[src/rtl/cla_seq_pkg.sv]
// Shared definitions for the sequential carry-lookahead adder: FSM state encoding,
// nibble size and the index-width helper.
package cla_seq_pkg;

  localparam int NIBBLE = 4;

  typedef enum logic [1:0] {
    ST_IDLE = 2'd0,
    ST_RUN  = 2'd1,
    ST_DONE = 2'd2
  } state_e;

  // Plain-vector aliases so state registers stay ordinary logic vectors.
  localparam logic [1:0] IDLE = ST_IDLE;
  localparam logic [1:0] RUN  = ST_RUN;
  localparam logic [1:0] DONE = ST_DONE;

  function automatic int idx_width(input int n);
    int w;
    w = 1;
    while ((1 << w) < n) w++;
    return w;
  endfunction

endpackage

[src/rtl/cla_seq_adder_if.sv]
// Operand/result handshake bundle for cla_seq_adder.
// The sub field exists only when CLA_SEQ_SUB_EN is defined.
interface cla_seq_adder_if #(
  parameter int WIDTH = 16
);
  logic             in_valid;
  logic             in_ready;
  logic [WIDTH-1:0] a;
  logic [WIDTH-1:0] b;
  logic             cin;
`ifdef CLA_SEQ_SUB_EN
  logic             sub;
`endif
  logic             out_valid;
  logic             out_ready;
  logic [WIDTH-1:0] sum;
  logic             cout;

`ifdef CLA_SEQ_SUB_EN
  modport master (output in_valid, a, b, cin, sub, out_ready,
                  input  in_ready, out_valid, sum, cout);
  modport slave  (input  in_valid, a, b, cin, sub, out_ready,
                  output in_ready, out_valid, sum, cout);
`else
  modport master (output in_valid, a, b, cin, out_ready,
                  input  in_ready, out_valid, sum, cout);
  modport slave  (input  in_valid, a, b, cin, out_ready,
                  output in_ready, out_valid, sum, cout);
`endif

endinterface

[src/rtl/cla_seq_adder_cla4_slice.sv]
// 4-bit combinational carry-lookahead slice; all carries are computed directly
// from generate/propagate terms rather than rippled.
module cla4_slice (
  input  logic [3:0] a,
  input  logic [3:0] b,
  input  logic       ci,
  output logic [3:0] s,
  output logic       co
);

  logic [3:0] p;
  logic [3:0] g;
  logic [4:0] c;

  assign p = a ^ b;
  assign g = a & b;

  assign c[0] = ci;
  assign c[1] = g[0] | (p[0] & ci);
  assign c[2] = g[1] | (p[1] & g[0]) | (p[1] & p[0] & ci);
  assign c[3] = g[2] | (p[2] & g[1]) | (p[2] & p[1] & g[0])
              | (p[2] & p[1] & p[0] & ci);
  assign c[4] = g[3] | (p[3] & g[2]) | (p[3] & p[2] & g[1])
              | (p[3] & p[2] & p[1] & g[0]) | (p[3] & p[2] & p[1] & p[0] & ci);

  assign s  = p ^ c[3:0];
  assign co = c[4];

endmodule

[src/rtl/cla_seq_adder.sv]
// Multi-cycle WIDTH-bit adder reusing one 4-bit CLA slice per nibble, LSB first.
// Define CLA_SEQ_SUB_EN to add the sub port (a - b via inverted b and carry-in 1).
module cla_seq_adder
  import cla_seq_pkg::*;
#(
  parameter int WIDTH = 16
) (
  input  logic             clk,
  input  logic             rst,
  cla_seq_adder_if.slave   bus,
  output logic             busy
);

  localparam int NSLICE = WIDTH / NIBBLE;
  localparam int IW     = idx_width(NSLICE);

  logic [1:0]       state_q, state_d;
  logic [WIDTH-1:0] a_sh_q, a_sh_d;
  logic [WIDTH-1:0] b_sh_q, b_sh_d;
  logic [WIDTH-1:0] sum_sh_q, sum_sh_d;
  logic             carry_q, carry_d;
  logic [IW-1:0]    idx_q, idx_d;

  logic [3:0]       slice_s;
  logic             slice_co;
  logic [WIDTH-1:0] b_cap;
  logic             c_cap;

  cla4_slice u_slice (
    .a  (a_sh_q[3:0]),
    .b  (b_sh_q[3:0]),
    .ci (carry_q),
    .s  (slice_s),
    .co (slice_co)
  );

`ifdef CLA_SEQ_SUB_EN
  assign b_cap = bus.sub ? ~bus.b : bus.b;
  assign c_cap = bus.sub ? 1'b1 : bus.cin;
`else
  assign b_cap = bus.b;
  assign c_cap = bus.cin;
`endif

  // NOTE: every always_comb output gets a default (hold) first so no path infers a latch.
  always_comb begin
    state_d  = state_q;
    a_sh_d   = a_sh_q;
    b_sh_d   = b_sh_q;
    sum_sh_d = sum_sh_q;
    carry_d  = carry_q;
    idx_d    = idx_q;
    case (state_q)
      IDLE: begin
        if (bus.in_valid) begin
          a_sh_d  = bus.a;
          b_sh_d  = b_cap;
          carry_d = c_cap;
          idx_d   = '0;
          state_d = RUN;
        end
      end
      RUN: begin
        // Shift form keeps WIDTH == 4 legal (no empty part-select).
        sum_sh_d = (sum_sh_q >> NIBBLE) | (WIDTH'(slice_s) << (WIDTH - NIBBLE));
        a_sh_d   = a_sh_q >> NIBBLE;
        b_sh_d   = b_sh_q >> NIBBLE;
        carry_d  = slice_co;
        idx_d    = idx_q + 1'b1;
        if (idx_q == IW'(NSLICE - 1)) state_d = DONE;
      end
      DONE: begin
        if (bus.out_ready) state_d = IDLE;
      end
      default: state_d = IDLE;
    endcase
  end

  // NOTE: sequential state uses non-blocking assignments so all flops update together.
  always_ff @(posedge clk or posedge rst) begin
    if (rst) begin
      state_q  <= IDLE;
      a_sh_q   <= '0;
      b_sh_q   <= '0;
      sum_sh_q <= '0;
      carry_q  <= 1'b0;
      idx_q    <= '0;
    end else begin
      state_q  <= state_d;
      a_sh_q   <= a_sh_d;
      b_sh_q   <= b_sh_d;
      sum_sh_q <= sum_sh_d;
      carry_q  <= carry_d;
      idx_q    <= idx_d;
    end
  end

  // Handshake outputs decode state only; rst gates in_ready while asserted.
  assign bus.in_ready  = (state_q == IDLE) && !rst;
  assign bus.out_valid = (state_q == DONE);
  assign busy          = (state_q == RUN) || (state_q == DONE);
  assign bus.sum       = sum_sh_q;
  assign bus.cout      = carry_q;

endmodule

[src/flat_wrapper.sv]
// flat-port wrapper written by rule: the top's interface ports become plain ports
module cla_seq_adder_flat import cla_seq_pkg::*;
#(
  parameter int WIDTH = 16
)
  (clk, rst, busy, bus_in_valid, bus_a, bus_b, bus_cin, bus_out_ready, bus_in_ready, bus_out_valid, bus_sum, bus_cout);
  cla_seq_adder_if #(.WIDTH(WIDTH)) bus_i ();
  input  logic clk;
  input  logic rst;
  output logic busy;
  input wire logic [$bits(bus_i.in_valid)-1:0] bus_in_valid;
  input wire logic [$bits(bus_i.a)-1:0] bus_a;
  input wire logic [$bits(bus_i.b)-1:0] bus_b;
  input wire logic [$bits(bus_i.cin)-1:0] bus_cin;
  input wire logic [$bits(bus_i.out_ready)-1:0] bus_out_ready;
  output wire logic [$bits(bus_i.in_ready)-1:0] bus_in_ready;
  output wire logic [$bits(bus_i.out_valid)-1:0] bus_out_valid;
  output wire logic [$bits(bus_i.sum)-1:0] bus_sum;
  output wire logic [$bits(bus_i.cout)-1:0] bus_cout;
  assign bus_i.in_valid = bus_in_valid;
  assign bus_i.a = bus_a;
  assign bus_i.b = bus_b;
  assign bus_i.cin = bus_cin;
  assign bus_i.out_ready = bus_out_ready;
  assign bus_in_ready = bus_i.in_ready;
  assign bus_out_valid = bus_i.out_valid;
  assign bus_sum = bus_i.sum;
  assign bus_cout = bus_i.cout;
  cla_seq_adder #(.WIDTH(WIDTH)) u_core (.clk(clk), .rst(rst), .bus(bus_i), .busy(busy));
endmodule
[config.mk]
export PLATFORM = sky130hd
export DESIGN_NAME = cla_seq_adder_flat
export DESIGN_NICKNAME = d
export VERILOG_FILES = /design/src/rtl/cla_seq_pkg.sv /design/src/rtl/cla_seq_adder_if.sv /design/src/rtl/cla_seq_adder_cla4_slice.sv /design/src/rtl/cla_seq_adder.sv /design/src/flat_wrapper.sv
export SDC_FILE = /design/constraint.sdc
export NUM_CORES = 1
export LEC_CHECK = 0
export CAP_MARGIN = 20
export CELL_PAD_IN_SITES_DETAIL_PLACEMENT = 0
export CELL_PAD_IN_SITES_GLOBAL_PLACEMENT = 2
export CORE_MARGIN = 4
export CORE_UTILIZATION = 44
export CTS_CLUSTER_DIAMETER = 120
export DETAILED_ROUTE_END_ITERATION = 16
export DONT_BUFFER_PORTS = 1
export PLACE_DENSITY_LB_ADDON = 0.1
export REMOVE_ABC_BUFFERS = 1
export SLEW_MARGIN = 20
export SYNTH_ARGS = -nofsm -noshare
export SYNTH_HDL_FRONTEND = slang
export SYNTH_HIERARCHICAL = 1
export SYNTH_SLANG_ARGS = --single-unit
[constraint.sdc]
create_clock -name clk -period 4.9 [get_ports clk]
set_input_delay 0.245 -clock clk [delete_from_list [all_inputs] [get_ports clk]]
set_output_delay 0.245 -clock clk [all_outputs]
set_load 0.05 [all_outputs]
==> run summary <==
routed length per instance = 16.0 um
Worst Path Max Fanout = 34
Worst EP required = 5.14 ns
CP startpoint kind = flop
Fin. Hold Viols = 7
PostCTS Resize Cnt = 0
CP arrival = 2.74 ns
number of setup buffers added after CTS = 0
P_leak = 1.23 nW
status = finished, violations left
cell count after synthesis = 213
worst skew pair latency = 0.30 ns
Post-Syn Area = 0.00264 mm^2
r2r setup slk = 2.39 ns
dpl hpwl = 3210 um
Final setup viols = 0
clock skew = 0.00549 ns
register area share after synthesis = 50.2%
starting density of the core = 46.5%
f_max = 399 MHz
switch share = 46.8%
violated checks = negative hold slack
Root Buffer = clkbuf_8
Least-Margin Pin Slew = 0.934 ns
ant diodes = 0
Initial DRC Count = 50
Hold WS = -0.00717 ns
Clock Power Share = 10.9%
reg2reg start = u_core/state_q[0]$_DFFE_PP0P_
max_cap viols = 0
gp weighted congestion = 0.717
die height = 85.5 um
Area Growth Syn to Fin = 2.61%
wirelength, routed = 4520 um
synthesis-stage register bit count = 53
Comb power frac = 42.4%
RSZ-0062 raised after global routing = false
post-route ant nets = 0
CTS tree = built
Sink Count = 53
worst relative slew slack = 37.6%
Core ar. = 0.00568 mm^2
CTS Hold Buffers Added = 0
Netlist cell types = 27
register clock-pin slew on the reported worst setup and hold paths = 0.09 ns
die extent in x = 85.5 um
commonest cells after routing, fill and taps aside = 53 x dfrtp_1, 26 x mux2i_1, 25 x nand2_1
fin crit share = 51.1%
minimum clock period = 2.51 ns
total clock buffers created by CTS = 5
Slew Limit Fails = 0
Vias/cell = 5.34
initial antenna violation count = 0
htree depth = 2
DRC violations left = 0
Worst R2R Path Depth = 6
Die ar. = 0.00730 mm^2
Yosys warnings = 6
placed cells = 275
DR pass1 iterations = 2
number of port buffers = 0
r2r endpoint = u_core/bus.cout$_DFFE_PP0P_
first-pass GRT wire length = 7530 um
Seq pwr share = 46.7%
Max VDD drop = 0.373 mV
GRT Total Usage = 12.9%
Mean Syn Cell Area = 12.4 um^2
clk buf depth = 2
grt ovf = 0
critical path type = reg2reg
Power Internal = 1.18 mW
worst-path cell chain = inv_1, ha_1, mux2i_4, buf_4, nand2_1, o21ai_2
share of cells above drive strength 1 = 20.9%
number of fillers in the final layout = 531
max incr delay on CP = 0.67 ns
nets = 257
Hold WC Path Type = in2async
Cell Pwr Density = 821 mW/mm^2
vias in the first global route = 1,569
Worst setup EP type = flop
largest net degree at the start of global routing = 54
Rows = 27
slowest CP cell = mux2i_4
NetSw = 1.04 mW
commonest non-fill, non-tap cell in the layout = dfrtp_1
io pins = 57
Post-Layout Cell Count = 283
Vias = 1,512
setup TNS = 0 ns
metal layers:
metal,part of all wire [%],vias up,GRT usage [%]
met5,0,-,0
met4,1.6,0,4.32
met3,7.0,8,5.15
met2,50,41,21.3
met1,42,719,15.3
li1,-,744,-
per-stage QoR:
step           util (%)  cell area, um^2  worst slack [ns]  total power [mW]  hold WS (ns)
3_3_place_gp       46.2             2620              2.49              1.97         0.340
3_5_place_dp       46.2             2620              2.38              2.02         0.360
2_1_floorplan         -             2510              1.66              1.85         0.415
6_report           47.7             2710              2.39              2.22      -0.00717
4_1_cts            47.7             2710              2.36              2.27        0.0180
5_1_grt            47.7             2710              2.19              2.40        0.0521
worst max-delay path by stage:
stage | cells past startpoint | slack (ns) | end | from
CTS | 6 | 2.36 | u_core/bus.cout$_DFFE_PP0P_ | u_core/state_q[0]$_DFFE_PP0P_
finish | 6 | 2.39 | u_core/bus.cout$_DFFE_PP0P_ | u_core/state_q[0]$_DFFE_PP0P_
floorplan | 4 | 1.66 | u_core/a_sh_q[12]$_DFFE_PP0P_ | u_core/state_q[1]$_DFFE_PP0P_
global placement | 6 | 2.49 | u_core/bus.cout$_DFFE_PP0P_ | u_core/state_q[0]$_DFFE_PP0P_
detailed placement | 6 | 2.38 | u_core/bus.cout$_DFFE_PP0P_ | u_core/state_q[0]$_DFFE_PP0P_
global route | 6 | 2.19 | u_core/b_sh_q[0]$_DFFE_PP0P_ | u_core/state_q[0]$_DFFE_PP0P_
synthesized netlist by cell type:
master	instances	area, um^2
nand3b_1	1	7.51
a31o_1	1	8.76
a21o_1	3	22.5
xor2_1	1	8.76
inv_1	10	37.5
a22o_1	10	87.6
a32oi_1	1	8.76
clkbuf_1	1	3.75
nor2b_1	3	18.8
ha_1	9	113
a32o_1	3	30.0
a221oi_2	1	15.0
o21ai_0	1	5.00
mux2i_1	26	260
o21ai_1	13	65.1
mux2_1	2	22.5
nor2_1	1	3.75
buf_2	1	5.00
buf_6	11	124
a21oi_1	2	10.0
o21ai_2	13	114
fa_1	1	20.0
dfrtp_1	53	1330
nand2_1	25	93.8
xnor2_1	3	26.3
mux2_2	16	180
mux2i_4	1	22.5
state kept, by name (all words and copies together) (netlist names):
| signal | count |
|---|---|
| u_core/a_sh_q | 16 |
| u_core/b_sh_q | 16 |
| u_core/bus.cout | 1 |
| u_core/bus.sum | 16 |
| u_core/idx_q | 2 |
| u_core/state_q | 2 |
power groups by stage:
stage                     clock network, mW  registers [mW]  logic [mW]
after CTS                             0.253            1.04       0.967
after detailed placement                  0            1.06       0.966
after floorplan                           0            1.01       0.834
final                                 0.241            1.04       0.943
after global placement                    0            1.04       0.929
after global routing                  0.269            1.07        1.06
critical path: cells and delay by family, from the launching register on:
kind / cells / cell delay, ns
DFF: 1 / 0.42
buffers and inverters: 2 / 0.55
muxes: 1 / 0.67
AOI/OAI and AO/OA: 1 / 0.08
and+or+nand+nor: 1 / 0.12
adders and majority gates: 1 / 0.58
cell type report:
class / instances / area [um^2] / share of cell area [%]
clock buffers: 5 / 68.8 / 2.54
clock inverters: 3 / 17.5 / 0.647
inverters: 10 / 37.5 / 1.39
multi-input cells: 137 / 1150 / 42.3
flip-flops and latches: 53 / 1330 / 49.0
well taps: 72 / 90.1 / 3.33
repair buffers: 3 / 22.5 / 0.831
cell families after synthesis:
kind of cell | count (synthesis) | synth area share, %
xor+xnor | 4 | 1.33
fa+ha+maj | 10 | 5.02
compound gates | 48 | 13.9
simple gates | 30 | 4.69
flops | 53 | 50.2
mux | 45 | 18.4
buf+inv | 23 | 6.45
Power figures use the tool's default switching activity.
